===== config.mk =====
export PLATFORM = sky130hd
export DESIGN_NAME = bsg_wormhole_inject_arbiter
export DESIGN_NICKNAME = d
export VERILOG_FILES = /design/src/rtl/bsg_wormhole_inject_arbiter.sv
export SDC_FILE = /design/constraint.sdc
export NUM_CORES = 1
export LEC_CHECK = 0
export CORE_AREA = 2 2 68 70
export DETAILED_ROUTE_END_ITERATION = 10
export DIE_AREA = 0 0 70 72
export DONT_BUFFER_PORTS = 1
export SLEW_MARGIN = 30
export SYNTH_ARGS = -nofsm -noshare
export SYNTH_HDL_FRONTEND = slang
export SYNTH_SLANG_ARGS = --single-unit

===== constraint.sdc =====
create_clock -name clk_i -period 6.15 [get_ports clk_i]
set_input_delay 1.845 -clock clk_i [delete_from_list [all_inputs] [get_ports clk_i]]
set_output_delay 1.845 -clock clk_i [all_outputs]
set_load 0.05 [all_outputs]

===== src/rtl/bsg_wormhole_inject_arbiter.sv =====
`default_nettype none
// ============================================================================
// Module      : bsg_wormhole_inject_arbiter
// Description : Round-robin, packet-atomic arbiter sharing one wormhole
//               router injection port among several local requesters.
// Revision    : 1.0 - initial release
// ============================================================================
module bsg_wormhole_inject_arbiter #(
  parameter int flit_width_p = 32,
  parameter int len_width_p  = 4,
  parameter int len_offset_p = 8,
  parameter int num_req_p    = 4
) (
  input  logic                            clk_i,
  input  logic                            reset_n_i,
  input  logic [num_req_p*flit_width_p-1:0] req_data_i,
  input  logic [num_req_p-1:0]            req_v_i,
  output logic [num_req_p-1:0]            req_ready_and_o,
  output logic [flit_width_p-1:0]         data_o,
  output logic                            v_o,
  input  logic                            ready_and_i,
  output logic                            busy_o,
  output logic [$clog2(num_req_p)-1:0]    owner_o
);

  localparam int ID_W = $clog2(num_req_p);

  localparam logic [0:0] C_IDLE = 1'b0;
  localparam logic [0:0] C_BUSY = 1'b1;

  logic [0:0]           r_state;
  logic [0:0]           w_state_nxt;
  logic [len_width_p-1:0] r_cnt;
  logic [len_width_p-1:0] w_cnt_nxt;
  logic [ID_W-1:0]      r_owner;
  logic [ID_W-1:0]      w_owner_nxt;
  logic [ID_W-1:0]      r_rr_ptr;
  logic [ID_W-1:0]      w_rr_ptr_nxt;

  logic [ID_W-1:0]      w_rr_sel;
  logic [ID_W-1:0]      w_cand;
  logic                 w_rr_found;
  logic [ID_W-1:0]      w_sel;
  logic                 w_active;
  logic                 w_valid;
  logic                 w_hs;
  logic [len_width_p-1:0] w_len;

  // Lowest offset from rr_ptr wins, so scan offsets from high to low.
  always_comb begin
    w_rr_sel   = r_rr_ptr;
    w_cand     = r_rr_ptr;
    w_rr_found = 1'b0;
    for (int k = num_req_p - 1; k >= 0; k--) begin
      w_cand = ID_W'((int'(r_rr_ptr) + k) % num_req_p);
      if (req_v_i[w_cand]) begin
        w_rr_sel   = w_cand;
        w_rr_found = 1'b1;
      end
    end
  end

  always_ff @(posedge clk_i or negedge reset_n_i) begin
    if (!reset_n_i) begin
      r_state  <= C_IDLE;
      r_cnt    <= '0;
      r_owner  <= '0;
      r_rr_ptr <= '0;
    end else begin
      r_state  <= w_state_nxt;
      r_cnt    <= w_cnt_nxt;
      r_owner  <= w_owner_nxt;
      r_rr_ptr <= w_rr_ptr_nxt;
    end
  end

  always_comb begin
    w_state_nxt  = r_state;
    w_cnt_nxt    = r_cnt;
    w_owner_nxt  = r_owner;
    w_rr_ptr_nxt = r_rr_ptr;
    case (r_state)
      C_IDLE: begin
        if (w_hs) begin
          w_rr_ptr_nxt = (int'(w_sel) == num_req_p - 1) ? '0 : w_sel + 1'b1;
          if (w_len != '0) begin
            w_state_nxt = C_BUSY;
            w_cnt_nxt   = w_len;
            w_owner_nxt = w_sel;
          end
        end
      end
      default: begin
        if (w_hs) begin
          w_cnt_nxt = r_cnt - 1'b1;
          if (r_cnt == len_width_p'(1)) begin
            w_state_nxt = C_IDLE;
          end
        end
      end
    endcase
  end

  // Outputs are gated by reset so nothing leaks while reset is held.
  always_comb begin
    w_sel    = (r_state == C_BUSY) ? r_owner : w_rr_sel;
    w_active = reset_n_i & ((r_state == C_BUSY) | w_rr_found);
    w_valid  = w_active & req_v_i[w_sel];
    w_hs     = w_valid & ready_and_i;
    data_o   = req_data_i[int'(w_sel)*flit_width_p +: flit_width_p];
    w_len    = data_o[len_offset_p +: len_width_p];
    v_o      = w_valid;
    req_ready_and_o = '0;
    if (w_active) begin
      req_ready_and_o[w_sel] = ready_and_i;
    end
    busy_o  = (r_state == C_BUSY);
    owner_o = (r_state == C_BUSY) ? r_owner : '0;
  end

endmodule
`default_nettype wire

==> reports/results.ini, run 1 <==
[outcome]
status = completed

[synth]
ys_seq_area_share_pct = 10.75
synth-main-ff-cell = dfrtp_1
async_flop_share_pct = 100.0
synth_area_per_cell_um2 = 6.271
yosysWarnings = 0
synth_area_mm2 = 0.002095
synth_edf_count = 0
synthTopCellsByArea = nand2_1, dfrtp_1, a31oi_1, and3_1, ha_1
netlist.area_leader.share_pct = 21.68
synth.distinct_cells = 61
syn-num-nets = 475
yosysTopAreaCell = nand2_1
postSynthCellCount = 334
ys_ff_latch = 9

[worst_setup_path]
crit_path_end_kind = output pin
cp_slowest_cell = or3b_4
critical-path-max-stage-delay_ns = 0.40
reg2reg_slack_ns = 2.85
worstPathRequired_ns = 4.30
worstSetupPathType = input port to output pin
cp.arrival_ns = 3.68
cp_max_fo = 36
crit_chain = or3b_4 > a21oi_4 > o21ai_4 > nand2_2 > buf_4 > nand2_1 > and3_1 > a31oi_1 > buf_4
crit_path_start_kind = input port
crit_top_cell = buf_4

[die]
io_pins = 175
die_area_mm2 = 0.005040
die_y_um = 72
core_area_mm2 = 0.004264
start_util_pct = 49.12
fp-row-count = 24
die_w_um = 70

[power_and_ir_drop]
p_seq_share_pct = 5.7
power.density_mw_per_mm2 = 843.4
p_int_w = 0.0006766
switching_share_pct = 66.45
p_leak_nw = 1.174
max-vdd-ir-drop_mv = 0.5758
power_frac_comb_pct = 90.8
power_frac_clock_pct = 3.5
p_sw_w = 0.001340
power_w = 0.002017

[clock_network]
tritoncts = done
ctsResizeCount = 0
clock_latency_ns = 0.24
htree_levels = 1
cts.sinks = 9
cts.clk_slew.worst_paths_ns = 0.04
clock_path_buffers = 2
numCtsBuffers = 3
ctsHoldBuffers = 0
cts_setup_buffers = 0
cts-root-buf = clkbuf_8

[timing]
setup_tns_ns = 0
setup_ws_ns = 0.6241
rsz0062_at_grt = no
holdWs_ns = 0.5128
slew-limit-headroom_pct = 37.52
skew_ns = 0.001275
setup_viol = 0
period_needed_ns = 5.526
timing.final.hold_violations = 0
fin_crit_sh_pct = 89.85
drv_slew = 0
worst_pin_slew_ns = 0.9343
max_freq_mhz = 181.0

[hold_path]
hold_class = flop to flop

[global_route]
grt_start_max_net_pins = 40
first_global_vias = 2164
antenna_found_initial = 0
grtUsageTotal_pct = 24.21
overflow = 0
grt_pass1_wl_um = 10050

[placement]
port_buffers = 0
dp_hpwl_um = 5213
post-place-ws_ns = 0.6235
globalplace.congestion = 0.8380

[finish]
nNetsFinal = 493
diodes = 0
drive_gt1_share_pct = 18.52
fin_util_pct = 56.07
area_delta_synth_final_pct = 14.16

[routing]
drcViolationCount = 0
drt_iter0_drc = 154
firstDrtPassIters = 4
wl_per_cell_um = 16.55
drt-total-wl_um = 6671
ant_nets = 0
num_vias = 2533
vias_per_cell = 6.285

[job]
max_cap_viol_count = 0

## synth_stat cells, types with 3 or more instances
cell type,instances
a22oi_1,9
inv_1,10
nand3_1,9
dfrtp_1,9
a31oi_1,29
and2_1,7
clkbuf_1,19
o211ai_1,8
nor2_1,10
and3_1,28
nand2_1,121
ha_1,6
mux2i_1,3
o21ai_0,8
buf_6,3
nor3_1,3
## cell families after synthesis
family                     count (synthesis)  synth area share, %
DFF                                        9                10.75
buffers and inverters                     38                9.498
adders and majority gates                  6                3.584
muxes                                      6                3.405
AOI/OAI and AO/OA                         76                26.94
and+or+nand+nor                          199                45.82
## final cells by class
class / instances / area, µm²
fill: 429 / 1873
multi-input combinational: 287 / 1677
timing repair buffer: 40 / 337.8
sequential: 9 / 225.2
tap: 52 / 65.06
clock buffer: 4 / 45.04
inverter: 11 / 41.29
## flip-flops by register name, summed over array words and instances, names as in the netlist
signal and cells:
r_cnt 4, r_owner 2, r_rr_ptr 2, busy_o 1
## placed cells by master, fill, tap and decap left out, drive strengths merged, types with 4 or more instances in the layout
cell type / Yosys / layout
dfrtp: 9 / 9
nand2: 122 / 122
nand3: 9 / 9
nor3: 4 / 4
a22oi: 10 / 10
nor2: 10 / 10
buf: 5 / 40
inv: 11 / 11
and3: 30 / 30
a31oi: 30 / 30
o21ai: 11 / 11
clkbuf: 21 / 4
o211ai: 8 / 8
ha: 6 / 6
and2: 7 / 7
## layer usage
metal	global-route usage, %	share of wire (%)	vias up
li1	-	-	1215
met1	31.19	40	1160
met2	41.16	49	147
met3	4.583	9.1	11
met4	7.692	1.7	0
met5	0	0	-
## power groups by stage
stage	sequential, W	clock, W	combinational, W
after floorplan	0.000110	0	0.00144
after global placement	0.000113	0	0.00182
after detailed placement	0.000116	0	0.00183
after CTS	0.000115	0.0000724	0.00184
after global routing	0.000120	0.0000756	0.00195
final	0.000115	0.0000700	0.00183
## final timing paths
check / startpoint / depth (start not counted) / endpoint
max in group asynchronous: reset_n_i / 0 / r_owner[1]
min in group asynchronous: reset_n_i / 0 / r_cnt[2]
worst min-delay path: r_owner[1] / 1 / r_owner[1]
worst max-delay path: req_v_i[0] / 9 / data_o[17]
worst min register to register: r_owner[1] / 1 / r_owner[1]
worst max register to register: busy_o / 11 / r_owner[1]
## critical path: cells and delay by family
kind / cells / cell delay [ns]
AND/OR/NAND/NOR: 4 / 0.77
AO/OA/AOI/OAI: 3 / 0.50
buffers and inverters: 2 / 0.55
## per-stage QoR
step                      instances  area, µm²
after floorplan                 334       2095
after global placement          399       2346
after detailed placement        399       2346
after CTS                       403       2391
after global routing            403       2391
final                           403       2391
(Power assumes the default switching activity.)
==> inputs of run 2 (changes only) <==
Settings changed: BUFFER_PORTS_ARGS from default to -buffer_cell sky130_fd_sc_hd__clkbuf_2, CORE_AREA 2 2 68 70 to default, CORE_MARGIN from default to 1, CORE_UTILIZATION from default to 43, DIE_AREA 0 0 70 72 to default, DONT_BUFFER_PORTS 1 to default, PLACE_DENSITY from default to 0.88.
==> run 2 against run 1 <==
Net effect:
- critical path depth grew 2
- via count grew 20%
- non-clock buffer count grew 141
- routed wire length grew 9.4%
- clock-buffer cell count is the same
- maximum frequency shrank 4.4%
- design area grew 28%
- total power grew 3.8%
- sequential cell count is the same
- clock power shrank 2%
- clock skew is essentially flat
- first-iteration DRC count grew 5.2%
- largest cell class unchanged
==> reports/results.ini, run 2 (synthesis gave the netlist of run 1 again) <==
[outcome]
status = completed  ; unchanged

[routing]
vias_per_cell = 5.584  ; was 6.285
wl_per_cell_um = 13.36  ; was 16.55 µm
firstDrtPassIters = 5  ; was 4
drcViolationCount = 0  ; unchanged
drt-total-wl_um = 7296  ; was 6671 µm
ant_nets = 0  ; unchanged
drt_iter0_drc = 162  ; was 154
num_vias = 3049  ; was 2,533

[clock_network]
cts_setup_buffers = 0  ; unchanged
htree_levels = 1  ; unchanged
clock_latency_ns = 0.23  ; was 0.24 ns
numCtsBuffers = 3  ; unchanged
cts.clk_slew.worst_paths_ns = 0.04  ; about the same
cts.sinks = 9  ; unchanged
cts-root-buf = clkbuf_8  ; unchanged
clock_path_buffers = 2  ; unchanged
tritoncts = done  ; unchanged
ctsResizeCount = 0  ; unchanged
ctsHoldBuffers = 0  ; unchanged

[worst_setup_path]
reg2reg_slack_ns = 2.68  ; was 2.85 ns
cp_max_fo = 58  ; was 36
r2r_cells = 9  ; was 11
cp.arrival_ns = 3.94  ; was 3.68 ns
crit_path_start_kind = input port  ; unchanged
worstPathRequired_ns = 4.30  ; about the same
reg2reg_to = r_owner[1]  ; unchanged
rr_startpoint = busy_o  ; unchanged
cp_slowest_cell = o221a_2  ; was or3b_4
critical-path-max-stage-delay_ns = 0.37  ; was 0.40 ns
crit_chain = clkbuf_2 > inv_1 > o221a_2 > o21ai_4 > nand2_2 > inv_1 > buf_12 > nand2_1 > and3_1 > a31oi_1 > clkbuf_2  ; was or3b_4 > a21oi_4 > o21ai_4 > nand2_2 > buf_4 > nand2_1 > and3_1 > a31oi_1 > buf_4
worstSetupPathType = input port to output pin  ; unchanged
crit_path_end_kind = output pin  ; unchanged

[global_route]
grt_start_max_net_pins = 59  ; was 40
first_global_vias = 2644  ; was 2,164
grtUsageTotal_pct = 26.42  ; was 24.21%
grt_pass1_wl_um = 11170  ; was 10,050 µm
overflow = 0  ; unchanged
antenna_found_initial = 0  ; unchanged

[finish]
final-seq-area_um2 = 225.2  ; unchanged
multi_input_area_mm2 = 0.001670  ; was 0.001677 mm²
final_area_mm2 = 0.003070  ; was 0.002391 mm²
n_fill_cell = 413  ; was 429
top_regs = r_cnt: 4 flops, r_owner: 2 flops, r_rr_ptr: 2 flops  ; unchanged
area_delta_synth_final_pct = 46.59  ; was 14.16%
top_register = r_cnt  ; unchanged
final_common_cell = clkbuf_2  ; was nand2_1
diodes = 0  ; unchanged
largest_register_ffs = 4  ; unchanged
drive_gt1_share_pct = 41.67  ; was 18.52%
instances_no_fill = 546  ; was 403
final_cell_mix = clkbuf_2, nand2_1, a31oi_1  ; was nand2_1, buf_4, and3_1, a31oi_1
nNetsFinal = 634  ; was 493

[die]
fp-row-count = 25  ; was 24
die_area_mm2 = 0.005154  ; was 0.005040 mm²
io_pins = 175  ; unchanged
die_y_um = 71.79  ; was 72 µm
start_util_pct = 44.64  ; was 49.12%
die_w_um = 71.79  ; was 70 µm
core_area_mm2 = 0.004692  ; was 0.004264 mm²

[timing]
skew_ns = 0.001645  ; was 0.001275 ns
fin_crit_sh_pct = 93.99  ; was 89.85%
max_freq_mhz = 173.0  ; was 181.0 MHz
period_needed_ns = 5.781  ; was 5.526 ns
timing.final.hold_violations = 0  ; unchanged
slew-limit-headroom_pct = 42.47  ; was 37.52%
setup_viol = 0  ; unchanged
holdWs_ns = 0.5169  ; was 0.5128 ns
worst_pin_slew_ns = 0.8629  ; was 0.9343 ns
rsz0062_at_grt = no  ; unchanged
drv_slew = 0  ; unchanged
setup_tns_ns = 0  ; unchanged

[placement]
place_area_mm2 = 0.003025  ; was 0.002346 mm²
dp_hpwl_um = 5629  ; was 5213 µm
dpl.cell_count = 542  ; was 399
globalplace.congestion = 0.9179  ; was 0.8380
port_buffers = 174  ; was 0

[power_and_ir_drop]
p_sw_w = 0.001391  ; was 0.001340 W
switching_share_pct = 66.48  ; was 66.45%
p_seq_share_pct = 6.1  ; was 5.7%
p_int_w = 0.0007016  ; was 0.0006766 W
power.density_mw_per_mm2 = 681.7  ; was 843.4 mW/mm²
p_leak_nw = 1.764  ; was 1.174 nW
power_frac_clock_pct = 3.3  ; was 3.5%
power_frac_comb_pct = 90.6  ; was 90.8%
max-vdd-ir-drop_mv = 0.3481  ; was 0.5758 mV

[hold_path]
hold_class = flop to flop  ; unchanged
hold_path_depth = 1  ; unchanged
min_from = r_owner[0]  ; was r_owner[1]
holdPathEnd = r_owner[0]  ; was r_owner[1]

[job]
max_cap_viol_count = 0  ; unchanged

-- run 2: cell types whose count changed in the layout (fill, tap and decap cells not counted) --
cell      change
a31oi_1       +1
buf_4        -33
clkbuf_2    +170
buf_12        +4
a31oi_2       -1
-- run 2: routing by layer --
metal	vias to the layer above	routed length [µm]	track usage [%]
li1	1496	-	-
met1	1393	3001	32.85
met2	154	3722	48.22
met3	6	518	3.516
met4	0	53	5.882
met5	-	0	0
-- run 2: power groups by stage --
stage	Clock (W)	Combinational, W	Sequential, W
after floorplan	0	0.00144	0.000110
after global placement	0	0.00186	0.000124
after detailed placement	0	0.00189	0.000127
after CTS	0.0000697	0.00190	0.000126
after global routing	0.0000745	0.00202	0.000131
final	0.0000684	0.00190	0.000128
-- run 2: worst max-delay path by stage --
stage	from	to	slack, ns
after floorplan	req_v_i[1]	data_o[3]	0.07
after global placement	req_v_i[0]	data_o[22]	0.44
after detailed placement	req_v_i[0]	data_o[25]	0.39
after CTS	req_v_i[0]	data_o[25]	0.38
after global routing	req_v_i[0]	data_o[15]	0.19
final	req_v_i[0]	data_o[29]	0.37
-- run 2: final cells by class --
cell class	instances	area share, %
Multi-Input combinational cell	287	54.40
Tap cell	54	2.200
Timing Repair Buffer	181	33.25
Inverter	11	1.345
Sequential cell	9	7.335
Clock buffer	4	1.467
-- run 2: per-stage QoR --
step           total power (W)  worst slack [ns]  util [%]
2_1_floorplan         0.001545           0.06810         -
4_1_cts               0.002091            0.3805     65.44
6_report              0.002093            0.3693     65.44
5_1_grt               0.002222            0.1906     65.44
3_5_place_dp          0.002017            0.3923     64.48
3_3_place_gp          0.001984            0.4388     64.48
-- run 2: critical path: cells and delay by family --
kind | cells | cell delay (ns)
AOI/OAI and AO/OA | 3 | 0.78
buffers and inverters | 5 | 0.89
and+or+nand+nor | 3 | 0.38
